[src/rtl/serdes_tx_serializer.sv]
// Byte-to-serial transmitter: bytes are buffered in a FIFO and shifted out LSB first, with periodic sync-byte insertion.
// Build macro SERDES_TX_PARITY_EN appends an even-parity bit to every word (9-clock words).
module serdes_tx_serializer #(
    parameter int         FIFO_DEPTH    = 4,
    parameter logic [7:0] SYNC_BYTE     = 8'hA5,
    parameter int         SYNC_INTERVAL = 0
) (
    input  logic                        clk,
    input  logic                        rst,
    input  logic                        ena,
    input  logic [7:0]                  in_data,
    input  logic                        in_valid,
    output logic                        in_ready,
    output logic                        ser_out,
    output logic                        ser_valid,
    output logic                        ser_first,
    output logic                        ser_is_sync,
    output logic [$clog2(FIFO_DEPTH):0] fifo_level
);
    localparam int AW = $clog2(FIFO_DEPTH);
    localparam int LW = AW + 1;
    localparam int CW = (SYNC_INTERVAL > 32'sd1) ? $clog2(SYNC_INTERVAL + 32'sd1) : 1;
    localparam logic [LW-1:0] LEVEL_FULL = LW'(FIFO_DEPTH);
    localparam logic [CW-1:0] SYNC_LIMIT = CW'(SYNC_INTERVAL);
    localparam bit            SYNC_EN    = (SYNC_INTERVAL != 32'sd0);
`ifdef SERDES_TX_PARITY_EN
    localparam logic [3:0] LAST_BIT = 4'd8;
`else
    localparam logic [3:0] LAST_BIT = 4'd7;
`endif

    localparam logic [1:0] ST_IDLE  = 2'd0;
    localparam logic [1:0] ST_SHIFT = 2'd1;
    localparam logic [1:0] ST_SYNC  = 2'd2;

`ifdef SERDES_TX_PARITY_EN
    function automatic logic even_parity(input logic [7:0] b);
        return ^b;
    endfunction
`endif

    logic [7:0]    mem_r [FIFO_DEPTH];
    logic [AW-1:0] wr_ptr_r;
    logic [AW-1:0] rd_ptr_r;
    logic [LW-1:0] level_r;
    logic [CW-1:0] sync_cnt_r;
    logic [1:0]    state_r;
    logic [3:0]    bit_cnt_r;
    logic [6:0]    shift_r;
    logic          ser_out_r;
    logic          ser_valid_r;
    logic          ser_first_r;
    logic          ser_is_sync_r;
`ifdef SERDES_TX_PARITY_EN
    logic          parity_r;
`endif

    logic          push_s;
    logic          pop_s;
    logic          empty_s;
    logic          sync_due_s;
    logic          boundary_s;
    logic          start_sync_s;
    logic          start_data_s;
    logic          stop_s;
    logic          step_s;
    logic [7:0]    head_s;
    logic [7:0]    load_byte_s;

    assign in_ready    = (level_r != LEVEL_FULL);
    assign fifo_level  = level_r;
    assign ser_out     = ser_out_r;
    assign ser_valid   = ser_valid_r;
    assign ser_first   = ser_first_r;
    assign ser_is_sync = ser_is_sync_r;

    assign push_s     = in_valid && in_ready;
    assign pop_s      = start_data_s;
    assign empty_s    = (level_r == {LW{1'b0}});
    assign head_s     = mem_r[rd_ptr_r];
    assign sync_due_s = SYNC_EN && (sync_cnt_r == SYNC_LIMIT);
    // Any state other than an active word is treated as a boundary so stray encodings fall back to IDLE.
    assign boundary_s = ((state_r != ST_SHIFT) && (state_r != ST_SYNC)) || (bit_cnt_r >= LAST_BIT);

    // Decide at each enabled edge whether to load a sync word, load data, go idle or shift on
    always_comb begin
        start_sync_s = 1'b0;
        start_data_s = 1'b0;
        stop_s       = 1'b0;
        step_s       = 1'b0;
        if (ena && boundary_s) begin
            if (sync_due_s && !empty_s) begin
                start_sync_s = 1'b1;
            end else if (!empty_s) begin
                start_data_s = 1'b1;
            end else begin
                stop_s = 1'b1;
            end
        end else if (ena) begin
            step_s = 1'b1;
        end else begin
            step_s = 1'b0;
        end
    end

    // Select the byte entering the shifter on a word load
    always_comb begin
        load_byte_s = head_s;
        if (start_sync_s) begin
            load_byte_s = SYNC_BYTE;
        end else begin
            load_byte_s = head_s;
        end
    end

    // FIFO storage; stale entries are harmless because the pointers are reset
    always_ff @(posedge clk) begin
        if (push_s) begin
            mem_r[wr_ptr_r] <= in_data;
        end
    end

    // FIFO pointers and occupancy
    always_ff @(posedge clk) begin
        if (rst) begin
            wr_ptr_r <= {AW{1'b0}};
            rd_ptr_r <= {AW{1'b0}};
            level_r  <= {LW{1'b0}};
        end else begin
            if (push_s) begin
                wr_ptr_r <= wr_ptr_r + AW'(1'b1);
            end
            if (pop_s) begin
                rd_ptr_r <= rd_ptr_r + AW'(1'b1);
            end
            case ({push_s, pop_s})
                2'b10:   level_r <= level_r + LW'(1'b1);
                2'b01:   level_r <= level_r - LW'(1'b1);
                default: level_r <= level_r;
            endcase
        end
    end

    // Count data bytes popped since the last sync word; saturates at the interval
    always_ff @(posedge clk) begin
        if (rst) begin
            sync_cnt_r <= {CW{1'b0}};
        end else if (start_sync_s) begin
            sync_cnt_r <= {CW{1'b0}};
        end else if (start_data_s && SYNC_EN && (sync_cnt_r != SYNC_LIMIT)) begin
            sync_cnt_r <= sync_cnt_r + CW'(1'b1);
        end
    end

    // Word state, shifter and registered serial outputs
    always_ff @(posedge clk) begin
        if (rst) begin
            state_r       <= ST_IDLE;
            bit_cnt_r     <= 4'd0;
            shift_r       <= 7'h7F;
            ser_out_r     <= 1'b1;
            ser_valid_r   <= 1'b0;
            ser_first_r   <= 1'b0;
            ser_is_sync_r <= 1'b0;
`ifdef SERDES_TX_PARITY_EN
            parity_r      <= 1'b0;
`endif
        end else if (start_sync_s || start_data_s) begin
            state_r       <= start_sync_s ? ST_SYNC : ST_SHIFT;
            bit_cnt_r     <= 4'd0;
            shift_r       <= load_byte_s[7:1];
            ser_out_r     <= load_byte_s[0];
            ser_valid_r   <= 1'b1;
            ser_first_r   <= 1'b1;
            ser_is_sync_r <= start_sync_s;
`ifdef SERDES_TX_PARITY_EN
            parity_r      <= even_parity(load_byte_s);
`endif
        end else if (stop_s) begin
            state_r       <= ST_IDLE;
            bit_cnt_r     <= 4'd0;
            shift_r       <= 7'h7F;
            ser_out_r     <= 1'b1;
            ser_valid_r   <= 1'b0;
            ser_first_r   <= 1'b0;
            ser_is_sync_r <= 1'b0;
        end else if (step_s) begin
            bit_cnt_r   <= bit_cnt_r + 4'd1;
            shift_r     <= {1'b1, shift_r[6:1]};
            ser_first_r <= 1'b0;
`ifdef SERDES_TX_PARITY_EN
            if (bit_cnt_r == 4'd7) begin
                ser_out_r <= parity_r;
            end else begin
                ser_out_r <= shift_r[0];
            end
`else
            ser_out_r   <= shift_r[0];
`endif
        end
    end

endmodule
[config.mk]
export PLATFORM = sky130hd
export DESIGN_NAME = serdes_tx_serializer
export DESIGN_NICKNAME = d
export VERILOG_FILES = /design/src/rtl/serdes_tx_serializer.sv
export SDC_FILE = /design/constraint.sdc
export NUM_CORES = 1
export LEC_CHECK = 0
export ABC_AREA = 1
export BUFFER_PORTS_ARGS = -buffer_cell sky130_fd_sc_hd__buf_2
export CAP_MARGIN = 5
export CORE_UTILIZATION = 30
export CTS_CLUSTER_SIZE = 8
export DETAILED_ROUTE_END_ITERATION = 12
export GPL_ROUTABILITY_DRIVEN = 0
export GPL_TIMING_DRIVEN = 0
export SYNTH_ARGS = -nofsm -noshare
export SYNTH_HDL_FRONTEND = slang
export SYNTH_SLANG_ARGS = --single-unit
[constraint.sdc]
create_clock -name clk -period 4.5 [get_ports clk]
set_input_delay 0.225 -clock clk [delete_from_list [all_inputs] [get_ports clk]]
set_output_delay 0.225 -clock clk [all_outputs]
set_load 0.02 [all_outputs]
==> results_dict.tcl <==
set metrics [dict create \
    power_leakage_uw 0.00126 \
    cts-root-buf "clkbuf_8" \
    path_max_fanout 10 \
    die_h_um 92.4 \
    die_area_mm2 0.00854 \
    cpLargestDelayFamily "adder cells" \
    power.internal_uw 852 \
    cts_tree "yes" \
    dieWidth_um 92.4 \
    netlist_instances 275 \
    worst_r2r_endpoint "fifo_level[2]$_SDFFE_PP0P_" \
    dominantRegCellSynth "edfxtp_1" \
    clk_path_buf_depth 2 \
    synth_top_area_share 0.392 \
    clock_latency_ns 0.31 \
    yosysSeqAreaShare 0.579 \
    htreeDepth 2 \
    wl_um 4290 \
    antenna_found_initial 0 \
    synthArstFlopShare 0 \
    avgSynthCellArea_um2 8.92 \
    p_seq_frac 0.482 \
    grt_pass1_wl_um 7290 \
    drc 0 \
    rows 32 \
    switching_share 0.349 \
    wl_per_cell_um 10.7 \
    start_util 0.314 \
    rr_worst_depth 13 \
    hold_start "in_data[7]" \
    cpMaxStageDelayCell "dfxtp_1" \
    path_class "flip-flop to flip-flop" \
    dp.cells 394 \
    p_clk_frac 0.215 \
    synth-edff-count 32 \
    finalHoldViolCount 0 \
    rsz0062_at_grt "false" \
    switchingPower_uw 456 \
    cp.required_ns 4.71 \
    status "finished clean" \
    post-route-period-util 0.477 \
    synth_commonest_cells "nand2_1 (82), inv_1 (53), edfxtp_1 (32), dfxtp_1 (23), a21oi_1 (18)" \
    drtPass1Iterations 4 \
    ys_warn_count 0 \
    r2r_slack_ns 2.35 \
    reg2reg_from "bit_cnt_r[0]$_SDFFE_PP0P_" \
    port-buffer-count 17 \
    cts-buffers-inserted 5 \
    drt_iter0_markers 60 \
    setup_viol 0 \
    tightestPinTransition_ns 0.808 \
    postCtsSetupBuffers 0 \
    antenna_left 0 \
    hold_path.class "input port to flip-flop" \
    critPathBufInv 3 \
    drive_gt1_frac 0.140 \
    peakVddDrop_mv 0.198 \
    cp.arrival_ns 2.36 \
    nets 318 \
    min_to "mem_r[1][7]$_DFFE_PP_" \
    startpoint_type "flip-flop" \
    via_count 1683 \
    combPwrFrac 0.303 \
    maxSlewViolCount 0 \
    power_density_mw_per_mm2 474 \
    synthTopCellsByArea "edfxtp_1 (39%), dfxtp_1 (19%), nand2_1 (13%)" \
    hold_depth 1 \
    fin_tns_setup_ns 0 \
    fmax_ghz 0.466 \
    routed_via_density 4.19 \
    cp_slowest_stage_delay_ns 0.37 \
    overflow 0 \
    synth_area_mm2 0.00245 \
    grt_max_degree 19 \
    synth_top_cell_by_area "edfxtp_1" \
    dp_hpwl_um 3000 \
    ys_seq_elements 55 \
    grt_pass1_vias 1537 \
    core-area_mm2 0.00781 \
    synth.most_common_cell "nand2_1" \
    clkSlewWorstSetupHoldPaths_ns 0.10 \
    crit_path_cell_trace "ha_1 > nand2_1 > nand3_2 > nand3_2 > buf_6 > inv_1 > ha_1 > inv_1 > fa_1 > nand2_1 > nand3_1 > o21ai_0 > a21oi_1" \
    max-cap-violations 0 \
    layout_min_cycle_time_ns 2.15 \
    pin_count 20 \
    end_kind "flip-flop" \
    hold_buffers 0 \
    grtUsageTotal 0.111 \
    layoutNonFillerInstCount 402 \
    numClockSinks 55 \
    ctsResizeCount 0 \
    synth.distinct_cells 22 \
    maxSlewHeadroom 0.459 \
    antennaDiodeCount 0 \
    synthToLayoutAreaGrowth_pct 12.4 \
    fill_cells 813 \
    synth_nets 294 \
    fin_skew_ns 0.00475 \
]
==> final cells by class <==
cell class	instances	area (µm²)	share of cell area
timing repair buffer	17	85.1	0.0308
inverter	55	211	0.0766
clock buffer	5	68.8	0.0249
tap	102	128	0.0463
buffer	9	77.6	0.0281
multi-input combinational	156	743	0.269
clock inverter	3	23.8	0.00862
sequential	55	1420	0.515
==> cells by family (layout without fill, tap and decap cells) <==
| group | count (synthesis) | count (layout) | synth area share |
|---|---|---|---|
| AO/OA/AOI/OAI | 33 | 33 | 0.0688 |
| AND/OR/NAND/NOR | 115 | 115 | 0.194 |
| flip-flops | 55 | 55 | 0.579 |
| other | 1 | 1 | 0.00153 |
| adder cells (fa/ha/maj) | 7 | 7 | 0.0388 |
| buffers and inverters | 64 | 89 | 0.118 |
==> how the worst max path moves through the flow <==
stage	to	from	slack (ns)	cells after the start
after floorplan	fifo_level[2]$_SDFFE_PP0P_	bit_cnt_r[0]$_SDFFE_PP0P_	2.55	13
after global placement	fifo_level[2]$_SDFFE_PP0P_	bit_cnt_r[0]$_SDFFE_PP0P_	2.39	13
after detailed placement	fifo_level[2]$_SDFFE_PP0P_	bit_cnt_r[0]$_SDFFE_PP0P_	2.32	13
after CTS	fifo_level[2]$_SDFFE_PP0P_	bit_cnt_r[0]$_SDFFE_PP0P_	2.33	13
after global routing	fifo_level[2]$_SDFFE_PP0P_	bit_cnt_r[0]$_SDFFE_PP0P_	2.06	13
final	fifo_level[2]$_SDFFE_PP0P_	bit_cnt_r[0]$_SDFFE_PP0P_	2.35	13
==> flip-flops by register name, summed over array words and instances, names as in the netlist, named ones only <==
register / count
mem_r: 32
fifo_level: 3
state_r: 1
bit_cnt_r: 4
wr_ptr_r: 2
shift_r: 7
rd_ptr_r: 2
ser_first: 1
ser_out: 1
==> routing by layer <==
metal  vias up  GRT usage  wire length [µm]
li1        900          -                 -
met1       752      0.146              2060
met2        24      0.173              1960
met3         7     0.0353               190
met4         0     0.0352                72
met5         -          0                 0
==> cells in the final DEF (no fill, tap or decap), drive strengths merged <==
| cell | count |
|---|---|
| edfxtp | 32 |
| nand4 | 1 |
| fa | 1 |
| ha | 6 |
| o21ai | 15 |
| a21oi | 18 |
| buf | 26 |
| clkbuf | 5 |
| inv | 55 |
| clkinvlp | 1 |
| dfxtp | 23 |
| clkinv | 2 |
| nand3 | 19 |
| conb | 1 |
| nor2 | 11 |
| nand2 | 84 |
==> through the flow <==
| stage | worst slack (ns) | hold WS [ns] | util | area, µm² | power, µW |
|---|---|---|---|---|---|
| after floorplan | 2.55 | 0.324 | - | 2450 | 938 |
| after global placement | 2.39 | 0.438 | 0.342 | 2670 | 1040 |
| after detailed placement | 2.32 | 0.444 | 0.342 | 2670 | 1040 |
| after CTS | 2.33 | 0.110 | 0.353 | 2760 | 1330 |
| after global routing | 2.06 | 0.114 | 0.353 | 2760 | 1400 |
| final | 2.35 | 0.119 | 0.353 | 2760 | 1310 |
==> power by group through the flow <==
stage	Combinational, µW	Sequential, µW	Clock [µW]
floorplan	279	659	0
global placement	396	641	0
detailed placement	402	643	0
CTS	404	631	290
global route	456	638	310
finish	396	630	282
Power figures use the tool's default switching activity.
